## config.mk

```make
export PLATFORM = sky130hd
export DESIGN_NAME = instr_assembler_flat
export DESIGN_NICKNAME = d
export VERILOG_FILES = /design/src/rtl/mips_fmt_pkg.sv /design/src/rtl/instr_assembler_if.sv /design/src/rtl/instr_field_packer.sv /design/src/rtl/instr_assembler.sv /design/src/flat_wrapper.sv
export SDC_FILE = /design/constraint.sdc
export NUM_CORES = 1
export LEC_CHECK = 0
export CORE_MARGIN = 4
export CORE_UTILIZATION = 38
export CTS_BUF_LIST = sky130_fd_sc_hd__clkbuf_16
export DETAILED_ROUTE_END_ITERATION = 12
export PLACE_DENSITY_LB_ADDON = 0.25
export REMOVE_ABC_BUFFERS = 1
export SYNTH_ARGS = -nofsm -noshare
export SYNTH_HDL_FRONTEND = slang
export SYNTH_SLANG_ARGS = --single-unit
```

## constraint.sdc

```tcl
create_clock -name clk -period 2.5 [get_ports clk]
set_clock_uncertainty 0.2 [all_clocks]
set_input_delay 0.5 -clock clk [delete_from_list [all_inputs] [get_ports clk]]
set_output_delay 0.5 -clock clk [all_outputs]
set_load 0.02 [all_outputs]
```

## src/rtl/mips_fmt_pkg.sv

```systemverilog
// Shared MIPS encoding definitions: format codes, field widths, text segment base
// and the assembler's session states.
package mips_fmt_pkg;

  typedef enum logic [1:0] {
    FMT_R   = 2'b00,
    FMT_I   = 2'b01,
    FMT_J   = 2'b10,
    FMT_BAD = 2'b11
  } fmt_e;

  typedef enum logic [2:0] {
    ST_IDLE,
    ST_RUN,
    ST_DRAIN,
    ST_DONE,
    ST_FULL
  } asm_state_e;

  localparam logic [31:0] TEXT_BASE = 32'h0000_3000;
  localparam logic [31:0] NOP_WORD  = 32'h0000_0000;

  localparam int OP_W    = 6;
  localparam int REG_W   = 5;
  localparam int SHAMT_W = 5;
  localparam int FUNC_W  = 6;
  localparam int IMM_W   = 16;
  localparam int INDEX_W = 26;

endpackage

```

## src/rtl/instr_assembler_if.sv

```systemverilog
// Field-tuple handshake into the assembler plus the instruction-memory write bus out of it.
interface instr_assembler_if;
  import mips_fmt_pkg::*;

  logic               in_valid;
  logic               in_ready;
  logic [1:0]         fmt;
  logic [OP_W-1:0]    op;
  logic [REG_W-1:0]   rs;
  logic [REG_W-1:0]   rt;
  logic [REG_W-1:0]   rd;
  logic [SHAMT_W-1:0] shamt;
  logic [FUNC_W-1:0]  func;
  logic [IMM_W-1:0]   immediate;
  logic [INDEX_W-1:0] instr_index;
  logic               last;

  logic               im_we;
  logic [31:0]        im_addr;
  logic [31:0]        im_wdata;

  modport master (
    output in_valid, fmt, op, rs, rt, rd, shamt, func, immediate, instr_index, last,
    input  in_ready, im_we, im_addr, im_wdata
  );

  modport slave (
    input  in_valid, fmt, op, rs, rt, rd, shamt, func, immediate, instr_index, last,
    output in_ready, im_we, im_addr, im_wdata
  );

endinterface

```

## src/rtl/instr_field_packer.sv

```systemverilog
// Combinational R/I/J packer; the illegal format yields a nop and raises bad.
module instr_field_packer
  import mips_fmt_pkg::*;
(
  input  fmt_e               fmt,
  input  logic [OP_W-1:0]    op,
  input  logic [REG_W-1:0]   rs,
  input  logic [REG_W-1:0]   rt,
  input  logic [REG_W-1:0]   rd,
  input  logic [SHAMT_W-1:0] shamt,
  input  logic [FUNC_W-1:0]  func,
  input  logic [IMM_W-1:0]   immediate,
  input  logic [INDEX_W-1:0] instr_index,
  output logic [31:0]        word,
  output logic               bad
);

  always_comb begin
    word = NOP_WORD;
    bad  = 1'b0;
    case (fmt)
      FMT_R:   word = {op, rs, rt, rd, shamt, func};
      FMT_I:   word = {op, rs, rt, immediate};
      FMT_J:   word = {op, instr_index};
      default: bad  = 1'b1;
    endcase
  end

endmodule

```

## src/rtl/instr_assembler.sv

```systemverilog
// Packs decoded field tuples into instruction words and streams them into IM
// at consecutive word addresses, under a start/last/done session protocol.
module instr_assembler
  import mips_fmt_pkg::*;
#(
  parameter int          DEPTH_LOG2 = 10,
  parameter logic [31:0] BASE_ADDR  = TEXT_BASE
) (
  input  logic                  clk,
  input  logic                  reset,
  input  logic                  start,
  instr_assembler_if.slave      bus,
  output logic [DEPTH_LOG2:0]   word_count,
  output logic                  busy,
  output logic                  done,
  output logic                  overflow,
  output logic                  bad_fmt
);

  localparam logic [DEPTH_LOG2:0] CAPACITY  = {1'b1, {DEPTH_LOG2{1'b0}}};
  localparam logic [DEPTH_LOG2:0] LAST_SLOT = {1'b0, {DEPTH_LOG2{1'b1}}};
  localparam logic [DEPTH_LOG2:0] COUNT_ONE = {{DEPTH_LOG2{1'b0}}, 1'b1};

  asm_state_e  state, state_next;
  logic        can_accept;
  logic        xfer;
  logic        session_clear;
  logic [31:0] packed_word;
  logic        packed_bad;

  assign can_accept   = (state == ST_RUN) && (word_count < CAPACITY);
  assign bus.in_ready = can_accept;
  assign xfer         = bus.in_valid && can_accept;

  instr_field_packer u_packer (
    .fmt         (fmt_e'(bus.fmt)),
    .op          (bus.op),
    .rs          (bus.rs),
    .rt          (bus.rt),
    .rd          (bus.rd),
    .shamt       (bus.shamt),
    .func        (bus.func),
    .immediate   (bus.immediate),
    .instr_index (bus.instr_index),
    .word        (packed_word),
    .bad         (packed_bad)
  );

  always_ff @(posedge clk) begin
    if (reset) state <= ST_IDLE;
    else       state <= state_next;
  end

  // A last on the capacity-filling word wins over FULL, so an exact fit ends cleanly.
  always_comb begin
    state_next    = state;
    session_clear = 1'b0;
    busy          = 1'b0;
    done          = 1'b0;
    overflow      = 1'b0;
    case (state)
      ST_IDLE: begin
        if (start) begin
          state_next    = ST_RUN;
          session_clear = 1'b1;
        end
      end
      ST_RUN: begin
        busy = 1'b1;
        if (xfer) begin
          if (bus.last)                     state_next = ST_DRAIN;
          else if (word_count == LAST_SLOT) state_next = ST_FULL;
        end
      end
      ST_DRAIN: begin
        busy       = 1'b1;
        state_next = ST_DONE;
      end
      ST_DONE: begin
        done = 1'b1;
        if (start) begin
          state_next    = ST_RUN;
          session_clear = 1'b1;
        end
      end
      ST_FULL: begin
        overflow = 1'b1;
        if (start) begin
          state_next    = ST_RUN;
          session_clear = 1'b1;
        end
      end
      default: state_next = ST_IDLE;
    endcase
  end

  always_ff @(posedge clk) begin
    if (reset) begin
      bus.im_we    <= 1'b0;
      bus.im_addr  <= BASE_ADDR;
      bus.im_wdata <= NOP_WORD;
      word_count   <= '0;
      bad_fmt      <= 1'b0;
    end else begin
      bus.im_we <= xfer;
      if (session_clear) begin
        word_count <= '0;
        bad_fmt    <= 1'b0;
      end else if (xfer) begin
        bus.im_addr  <= BASE_ADDR + {{(29-DEPTH_LOG2){1'b0}}, word_count, 2'b00};
        bus.im_wdata <= packed_word;
        word_count   <= word_count + COUNT_ONE;
        bad_fmt      <= bad_fmt | packed_bad;
      end
    end
  end

endmodule

```

## src/flat_wrapper.sv

```systemverilog
// flat-port wrapper written by rule: the top's interface ports become plain ports
module instr_assembler_flat import mips_fmt_pkg::*;
#(
  parameter int          DEPTH_LOG2 = 10,
  parameter logic [31:0] BASE_ADDR  = TEXT_BASE
)
  (clk, reset, start, word_count, busy, done, overflow, bad_fmt, bus_in_valid, bus_fmt, bus_op, bus_rs, bus_rt, bus_rd, bus_shamt, bus_func, bus_immediate, bus_instr_index, bus_last, bus_in_ready, bus_im_we, bus_im_addr, bus_im_wdata);
  instr_assembler_if bus_i ();
  input  logic clk;
  input  logic reset;
  input  logic start;
  output logic [DEPTH_LOG2:0] word_count;
  output logic busy;
  output logic done;
  output logic overflow;
  output logic bad_fmt;
  input wire logic [$bits(bus_i.in_valid)-1:0] bus_in_valid;
  input wire logic [$bits(bus_i.fmt)-1:0] bus_fmt;
  input wire logic [$bits(bus_i.op)-1:0] bus_op;
  input wire logic [$bits(bus_i.rs)-1:0] bus_rs;
  input wire logic [$bits(bus_i.rt)-1:0] bus_rt;
  input wire logic [$bits(bus_i.rd)-1:0] bus_rd;
  input wire logic [$bits(bus_i.shamt)-1:0] bus_shamt;
  input wire logic [$bits(bus_i.func)-1:0] bus_func;
  input wire logic [$bits(bus_i.immediate)-1:0] bus_immediate;
  input wire logic [$bits(bus_i.instr_index)-1:0] bus_instr_index;
  input wire logic [$bits(bus_i.last)-1:0] bus_last;
  output wire logic [$bits(bus_i.in_ready)-1:0] bus_in_ready;
  output wire logic [$bits(bus_i.im_we)-1:0] bus_im_we;
  output wire logic [$bits(bus_i.im_addr)-1:0] bus_im_addr;
  output wire logic [$bits(bus_i.im_wdata)-1:0] bus_im_wdata;
  assign bus_i.in_valid = bus_in_valid;
  assign bus_i.fmt = bus_fmt;
  assign bus_i.op = bus_op;
  assign bus_i.rs = bus_rs;
  assign bus_i.rt = bus_rt;
  assign bus_i.rd = bus_rd;
  assign bus_i.shamt = bus_shamt;
  assign bus_i.func = bus_func;
  assign bus_i.immediate = bus_immediate;
  assign bus_i.instr_index = bus_instr_index;
  assign bus_i.last = bus_last;
  assign bus_in_ready = bus_i.in_ready;
  assign bus_im_we = bus_i.im_we;
  assign bus_im_addr = bus_i.im_addr;
  assign bus_im_wdata = bus_i.im_wdata;
  instr_assembler #(.DEPTH_LOG2(DEPTH_LOG2), .BASE_ADDR(BASE_ADDR)) u_core (.clk(clk), .reset(reset), .start(start), .bus(bus_i), .word_count(word_count), .busy(busy), .done(done), .overflow(overflow), .bad_fmt(bad_fmt));
endmodule
```

==> results.md, run 1 <==
- Worst hold-check path type: reg -> reg
- Largest fanout on the critical path: 11
- Leading register cell type out of synthesis: dfxtp_1
- Minimum clock period: 2.421 ns
- Library cells used by synthesis: 40
- Routed length per instance: 13.96 um
- Fraction of the core area covered by cells at the end of the flow: between 60% and 70%
- R2r startpoint: u_core.state[1]$_SDFFE_PP0P_
- Initial antenna violation count: 0
- # setup viols final: 0
- Reg2reg end: u_core.bus.im_wdata[5]$_SDFFE_PP0P_
- Fill cells: roughly 660
- Static leakage: 1.737 nW
- Slew of the pin with the lowest slew margin: roughly 1.1 ns
- Post-synthesis adder-cell area fraction: 0.4376%
- Gate family responsible for the most delay along the worst path: buffers and inverters
- Net count of the finished layout: roughly 570
- Sequential element share of the synthesized area: a little over two fifths
- Worst Setup End Kind: primary output
- # hold bufs at CTS: 0
- Total number of yosys warnings: 0
- Ratio of cells with drive above 1 in the final layout: roughly 7%
- Vias in the first global route: 2678
- Area post-placement: about 4300 um^2
- Hold Path End: u_core.bus.im_wdata[26]$_SDFFE_PP0P_
- # clock sinks: 60
- Post-DRT Antenna Nets: 0
- Total number of H-tree levels: 3
- Final Cell Area: roughly 4600 um^2
- Worst-path cell with the longest stage delay: clkdlybuf4s50_1
- Area added between synthesis and finish: 61.36%
- Startpoint type of the worst setup path: flip-flop
- Hold Crit Depth: 2
- Total of buffers placed on input and output ports: 142
- Max-capacitance violation count: 0
- Number of pins with negative max-slew slack in the final report: 0
- Largest family of logic cells by synthesized area: simple AND/OR/NAND/NOR gates
- Core area: between 7000 and 8000 um^2
- Final worst-path cycle share: a little over nine tenths
- Grt ovf: 0
- Critical path data arrival time: around 1.7 ns
- Number of instances in the synthesized netlist: 346
- Clock slew at reported path FFs: 0.05 ns
- Resized cells post-CTS: 0
- Hold Crit Start: u_core.bus.im_wdata[26]$_SDFFE_PP0P_
- Met2 usage: 31.47%
- Pin count of the biggest net entering global routing: 33
- Fraction of the mapped netlist area in compound gates: 13.39%
- Met1 usage in global routing: between 10% and 20%
- R2r setup slk: between 0.4 and 0.5 ns
- Number of I/O pins: between 150 and 200
- Final standard cell count with taps included and fillers excluded: between 500 and 600
- Die footprint: 8976 um^2
- Share of synthesized registers carrying an async set or reset: 0%
- Setup repair bufs after CTS: 0
- Power density normalized to cell area: around 630 nW/um^2
- Maximum clock path buffer count: 2
- Power consumption: between 0.002 and 0.003 W
- Syn avg cell area: around 8.3 um^2
- Max Clk Rate: ~0.41 GHz
- Root Buffer Master: clkbuf_16
- Wire length of the first global-routing pass: about 12000 um
- IR Drop Worst-Case VDD: 328.4 uV
- Synth Area in XOR/XNOR: ~2.1%
- Number of placement rows: 31
- Peak-usage layer in the global routing report: met2
- HPWL after detailed placement: ~6400 um
- Critical Path RT: between 1.5 and 2 ns
- Effective utilization at floorplan: 39.21%
- Post-route DRC: 0
- Number of enable-type register cells in the synthesized netlist: 0
- Longest individual stage delay on the worst path: 0.60 ns
- Clock latency reported for the late side of the worst-skew pair: around 0.32 ns
- DIE HEIGHT: roughly 95 um
- GR Layer Usage met3: 5.498%
- Tot GR Track Use: 17.79%
- Width of the die: 94.74 um
- Share of cell area taken by muxes after synthesis: under 10%
- Antenna diode count: 0
- Drt total wl: about 8000 um
- CP Buf/Inv Count: 1
- Cell area after technology mapping: ~2900 um^2
- Fin Hold WS: approximately 0.25 ns
- Worst rel slew slack: about a quarter
- Critical path, cell by cell: and3b_1, clkdlybuf4s50_1
- Status: finished, final reports clean
- Area fraction in and, or, nand and nor cells after synthesis: between 20% and 30%
- Post-detailed-route via-to-cell ratio: 4.879
- Unrepaired setup endpoints after global routing: false
- Number of placed cells counting well taps: 572
- Register bit count reported by yosys: 60
- Routability congestion estimate: roughly 0.80
- Number of CTS-inserted buffers: 9
- Clock tree from TritonCTS: built
- Initial DRC Count: 96
- FF-to-FF path depth: 6
- Category of the critical setup timing path: reg -> out
- Routed via count: between 2000 and 3000
- Number of iterations in the first detailed-routing pass: 6
- Final number of hold-violating endpoints: 0
- Count of cell instances traversed by the critical path: 2
worst max path at each step:
stage | from | end | slack, ns
2_1_floorplan | u_core.word_count[10]$_SDFFE_PP0P_ | u_core.word_count[0]$_SDFFE_PP0P_ | -0.09
6_report | u_core.state[1]$_SDFFE_PP0P_ | done | 0.08
5_1_grt | u_core.state[1]$_SDFFE_PP0P_ | done | 0.01
3_3_place_gp | bus_fmt[0] | u_core.bus.im_wdata[12]$_SDFFE_PP0P_ | 0.02
3_5_place_dp | bus_fmt[0] | u_core.bus.im_wdata[10]$_SDFFE_PP0P_ | -0.05
4_1_cts | u_core.state[1]$_SDFFE_PP0P_ | done | 0.07
state kept, by name, summed over array words and instances, names as in the netlist:
| register | count |
|---|---|
| u_core.bad_fmt | 1 |
| u_core.bus.im_addr | 12 |
| u_core.bus.im_wdata | 32 |
| u_core.bus.im_we | 1 |
| u_core.state | 3 |
| u_core.word_count | 11 |
cell families after synthesis:
group	count (synthesis)
AOI/OAI and AO/OA	58
adders and majority gates	1
muxes	16
and+or+nand+nor	153
buffers and inverters	50
DFF	60
xor gates and xnor gates	7
other	1
report_power, final:
part	internal (W)	switching, W
combinational	0.000267	0.000258
clock	0.000959	0.000401
sequential	0.00100	0.0000274
layer usage:
| layer | share of wire, % | up-vias |
|---|---|---|
| met3 | 8.1 | 15 |
| met1 | 39 | 1304 |
| met4 | 1.7 | 0 |
| met5 | 0 | - |
| met2 | 51 | 109 |
| li1 | - | 1441 |
tightest hold or removal path, delay by kind of cell, from the launching register on:
family	cells	cell delay (ns)
AOI/OAI and AO/OA	1	0.05
DFF	1	0.30
and+or+nand+nor	1	0.05
layout make-up:
cell class | count | area [um^2] | area share (%)
Clock buffer | 9 | 225.2 | 4.882
Clock inverter | 7 | 106.4 | 2.305
Inverter | 4 | 15.01 | 0.3255
Multi-Input combinational cell | 254 | 1426 | 30.92
Sequential cell | 60 | 1202 | 26.06
Tap cell | 99 | 123.9 | 2.685
Timing Repair Buffer | 155 | 1514 | 32.82
Yosys cell counts, types with 3 or more instances:
master | count | area [um^2]
a21oi_1 | 23 | 115.1
or3_1 | 4 | 25.02
xor2_1 | 5 | 43.79
clkbuf_1 | 16 | 60.06
buf_4 | 23 | 172.7
mux2i_1 | 16 | 160.2
nor2_1 | 55 | 206.5
nand3_1 | 8 | 40.04
buf_6 | 3 | 33.78
inv_1 | 4 | 15.01
nor3_1 | 26 | 130.1
and2_1 | 5 | 31.28
buf_2 | 3 | 15.01
nand4_1 | 3 | 18.77
nand2_1 | 34 | 127.6
a211oi_1 | 17 | 127.6
o21ai_0 | 4 | 20.02
dfxtp_1 | 60 | 1201
a221oi_1 | 10 | 87.58
cell usage in the layout (no fill, tap or decap), drive strengths merged, types with 9 or more instances in the layout:
cell           instances
nor2                  55
mux2i                 16
clkbuf                 9
conb                  19
a211oi                17
nor3                  27
buf                   14
clkdlybuf4s50        141
a221oi                10
nand2                 35
dfxtp                 60
a21oi                 23
metrics by stage:
step,setup TNS (ns),setup WS (ns)
after floorplan,-1.743,-0.08525
after global placement,0,0.02430
after detailed placement,-0.3882,-0.05273
after CTS,0,0.06757
after global routing,0,0.01261
final,0,0.07906
No activity file was read; power rests on OpenSTA's default activity.
==> inputs of run 2 (changes only) <==
ABC_AREA = 1   (was not set)
CORE_UTILIZATION = 40   (was 38)
==> run 2 against run 1 <==
Net effect:
- critical path type unchanged
- worst setup slack gained 0.095 ns
- clock power shrank 24%
- synthesized cell count grew 32%
- via count grew 15%
- design area grew 3.9%
- wire length grew 5.9%
- largest power group is now combinational logic
- final cell count grew 18%
- combinational power grew 130%
- largest cell class is now multi-input combinational cells
- total power grew 17%
- critical path depth grew 1
- die area grew 4.5%
- first-iteration DRC count grew 11%
==> results.md, run 2 <==
- Vias in the first global route: 3093 (was 2678)
- Total of buffers placed on input and output ports: 142 (unchanged)
- Fill cells: 704 (was 662)
- Area post-placement: 4542 um^2 (was 4280 um^2)
- Effective utilization at floorplan: 41.08% (was 39.21%)
- Highest-count cells in the layout ignoring fill and taps: clkdlybuf4s50_1 (140), nand2_1 (118), nand3_1 (81) (was clkdlybuf4s50_1 (141), dfxtp_1 (59), nor2_1 (55))
- Longest individual stage delay on the worst path: 0.61 ns (was 0.60 ns)
- Initial DRC Count: 107 (was 96)
- Pin count of the biggest net entering global routing: 48 (was 33)
- Post-detailed-route via-to-cell ratio: 4.768 (was 4.879)
- Largest reg by FF count: u_core.bus.im_wdata (unchanged)
- Library cells used by synthesis: 31 (was 40)
- Max-capacitance violation count: 0 (unchanged)
- Ranking of synthesized cells by instance count: nand2_1 (118), nand3_1 (81), dfxtp_1 (60) (was dfxtp_1 (60), nor2_1 (55), nand2_1 (34))
- Die footprint: 9381 um^2 (was 8976 um^2)
- HPWL after detailed placement: 6602 um (was 6355 um)
- Most frequent cell after synthesis: nand2_1 (was dfxtp_1)
- Initial antenna violation count: 0 (unchanged)
- Sum of negative setup slack: 0 ns (unchanged)
- Routed length per instance: 12.54 um (was 13.96 um)
- Maximum clock path buffer count: 2 (unchanged)
- Number of iterations in the first detailed-routing pass: 4 (was 6)
- CP Buf/Inv Count: 1 (unchanged)
- Critical Path RT: 1.80 ns (about the same)
- Leading registers by flop count: u_core.bus.im_wdata x32, u_core.bus.im_addr x12, u_core.word_count x11 (unchanged)
- Final Cell Area: 4792 um^2 (was 4613 um^2)
- Unrepaired setup endpoints after global routing: false (unchanged)
- Setup repair bufs after CTS: 0 (unchanged)
- Syn avg cell area: 6.926 um^2 (was 8.263 um^2)
- Routability congestion estimate: 0.8973 (was 0.8019)
- Number of placement rows: 32 (was 31)
- Ratio of cells with drive above 1 in the final layout: 9.983% (was 7.157%)
- Max Clk Rate: 0.4299 GHz (was 0.4131 GHz)
- Number of CTS-inserted buffers: 9 (unchanged)
- Share of synthesized registers carrying an async set or reset: 0% (unchanged)
- Worst hold-check path type: reg -> reg (unchanged)
- Largest fanout on the critical path: 5 (was 11)
- Clock latency reported for the late side of the worst-skew pair: 0.32 ns (about the same)
- Worst Setup End Kind: primary output (unchanged)
- Number of flip-flops in the largest register: 32 (unchanged)
- Number of I/O pins: 162 (unchanged)
- Commonest non-fill, non-tap cell in the layout: clkdlybuf4s50_1 (unchanged)
- Leading register cell type out of synthesis: dfxtp_1 (unchanged)
- Final worst-path cycle share: 93.05% (was 96.84%)
- Total number of H-tree levels: 3 (unchanged)
- IR Drop Worst-Case VDD: 369.1 uV (was 328.4 uV)
- Post-route DRC: 0 (unchanged)
- Number of placed cells counting well taps: 679 (was 572)
- Largest area contributor in the synthesized netlist: dfxtp_1 (unchanged)
- Worst-path cell with the longest stage delay: clkdlybuf4s50_1 (unchanged)
- Net count of the finished layout: 670 (was 566)
- Critical path, cell by cell: nand3_2, nor2_4, clkdlybuf4s50_1 (was and3b_1, clkdlybuf4s50_1)
- Number of enable-type register cells in the synthesized netlist: 0 (unchanged)
- Minimum clock period: 2.326 ns (was 2.421 ns)
- Post-DRT Antenna Nets: 0 (unchanged)
- Power density normalized to cell area: 712.1 nW/um^2 (was 631.7 nW/um^2)
- Cell area after technology mapping: 3158 um^2 (was 2859 um^2)
- Core area: 7687 um^2 (was 7292 um^2)
- Number of pins with negative max-slew slack in the final report: 0 (unchanged)
- Area contributors post-synth: dfxtp_1 (38%), nand2_1 (14%), nand3_1 (13%), a21oi_1 (6.5%), buf_4 (5.7%) (was dfxtp_1 (42%), nor2_1 (7.2%), buf_4 (6.0%), mux2i_1 (5.6%), nor3_1 (4.6%))
- Clock tree from TritonCTS: built (unchanged)
- Post-synth top area share: 38.03% (was 42.01%)
- Critical path data arrival time: 1.63 ns (was 1.72 ns)
- Area added between synthesis and finish: 51.74% (was 61.36%)
- Final number of hold-violating endpoints: 0 (unchanged)
- Antenna diode count: 0 (unchanged)
- Register bit count reported by yosys: 60 (unchanged)
- Category of the critical setup timing path: reg -> out (unchanged)
- Wire length of the first global-routing pass: 14350 um (was 12500 um)
- Routed via count: 3304 (was 2869)
- Startpoint type of the worst setup path: flip-flop (unchanged)
- Sequential element share of the synthesized area: 38.03% (was 42.01%)
- Number of instances in the synthesized netlist: 456 (was 346)
- Drt total wl: 8691 um (was 8210 um)
- # setup viols final: 0 (unchanged)
- Status: finished, final reports clean (unchanged)
- Width of the die: 96.86 um (was 94.74 um)
- Static leakage: 1.863 nW (was 1.737 nW)
- Gate family responsible for the most delay along the worst path: buffers and inverters (unchanged)
- Clock slew at reported path FFs: 0.05 ns (about the same)
- Root Buffer Master: clkbuf_16 (unchanged)
- Tot GR Track Use: 18.22% (was 17.79%)
- Final standard cell count with taps included and fillers excluded: 693 (was 588)
- Grt ovf: 0 (unchanged)
- Total number of yosys warnings: 0 (unchanged)
- # clock sinks: 60 (unchanged)
- DIE HEIGHT: 96.86 um (was 94.74 um)
run 2: timing repair:
item,CTS,global route
hold buffers,0,0
resized for setup,0,1
endpoints found under the setup margin,0,1
run 2: per-layer routing:
layer | share of wire [%] | vias to the layer above | wire (um) | global-route usage [%]
li1 | - | 1718 | - | -
met3 | 11 | 16 | 970 | 7.210
met5 | 0 | - | 0 | 0
met4 | 2.3 | 0 | 203 | 8.315
met2 | 47 | 143 | 4049 | 29.51
met1 | 40 | 1427 | 3468 | 21.09
run 2: layout make-up:
class / count / area (um^2) / share of cell area, %
clock inverter: 5 / 22.52 / 0.4700
inverter: 22 / 85.08 / 1.775
sequential: 60 / 1201 / 25.07
clock buffer: 9 / 225.2 / 4.700
multi-input combinational: 344 / 1619 / 33.79
tap: 102 / 127.6 / 2.663
timing repair buffer: 151 / 1511 / 31.54
run 2: cells by family after synthesis:
| family | count (synthesis) | share of synthesized area (%) |
|---|---|---|
| XOR/XNOR | 1 | 0.2774 |
| adder cells (fa/ha/maj) | 1 | 0.3961 |
| other | 1 | 0.1187 |
| buffers and inverters | 70 | 12.84 |
| flip-flops | 60 | 38.03 |
| AO/OA/AOI/OAI | 70 | 12.92 |
| AND/OR/NAND/NOR | 253 | 35.42 |
run 2: power by group:
part / total [W] / switching, W / internal (W)
Combinational: 0.00123 / 0.000686 / 0.000542
Sequential: 0.00116 / 0.0000811 / 0.00108
Clock: 0.00103 / 0.000384 / 0.000643
Total: 0.00341 / 0.00115 / 0.00226
run 2: worst paths after layout:
path | cells past startpoint | to | slack [ns] | startpoint
setup / recovery | 3 | bus_in_ready | 0.17 | u_core.state[0]$_SDFFE_PP0P_
hold / removal | 2 | u_core.bus.im_addr[14]$_SDFFE_PP0P_ | 0.26 | u_core.bus.im_addr[14]$_SDFFE_PP0P_
setup reg to reg | 8 | u_core.state[1]$_SDFFE_PP0P_ | 0.57 | u_core.word_count[1]$_SDFFE_PP0P_
hold reg to reg | 2 | u_core.bus.im_addr[14]$_SDFFE_PP0P_ | 0.26 | u_core.bus.im_addr[14]$_SDFFE_PP0P_
run 2: through the flow:
step	setup WS, ns	power, W	hold WS [ns]	util, %
floorplan	0.5292	0.001845	0.2953	-
global placement	0.4089	0.002389	0.2528	59.08
detailed placement	0.3511	0.002413	0.2579	59.08
CTS	0.05195	0.003447	0.2663	62.30
global route	0.09689	0.003610	0.2773	62.34
finish	0.1737	0.003413	0.2621	62.34
run 2: tightest hold or removal path: cells and delay by family (launching register included):
family	cells	cell delay [ns]
and+or+nand+nor	1	0.07
DFF	1	0.31
buffers and inverters	1	0.04
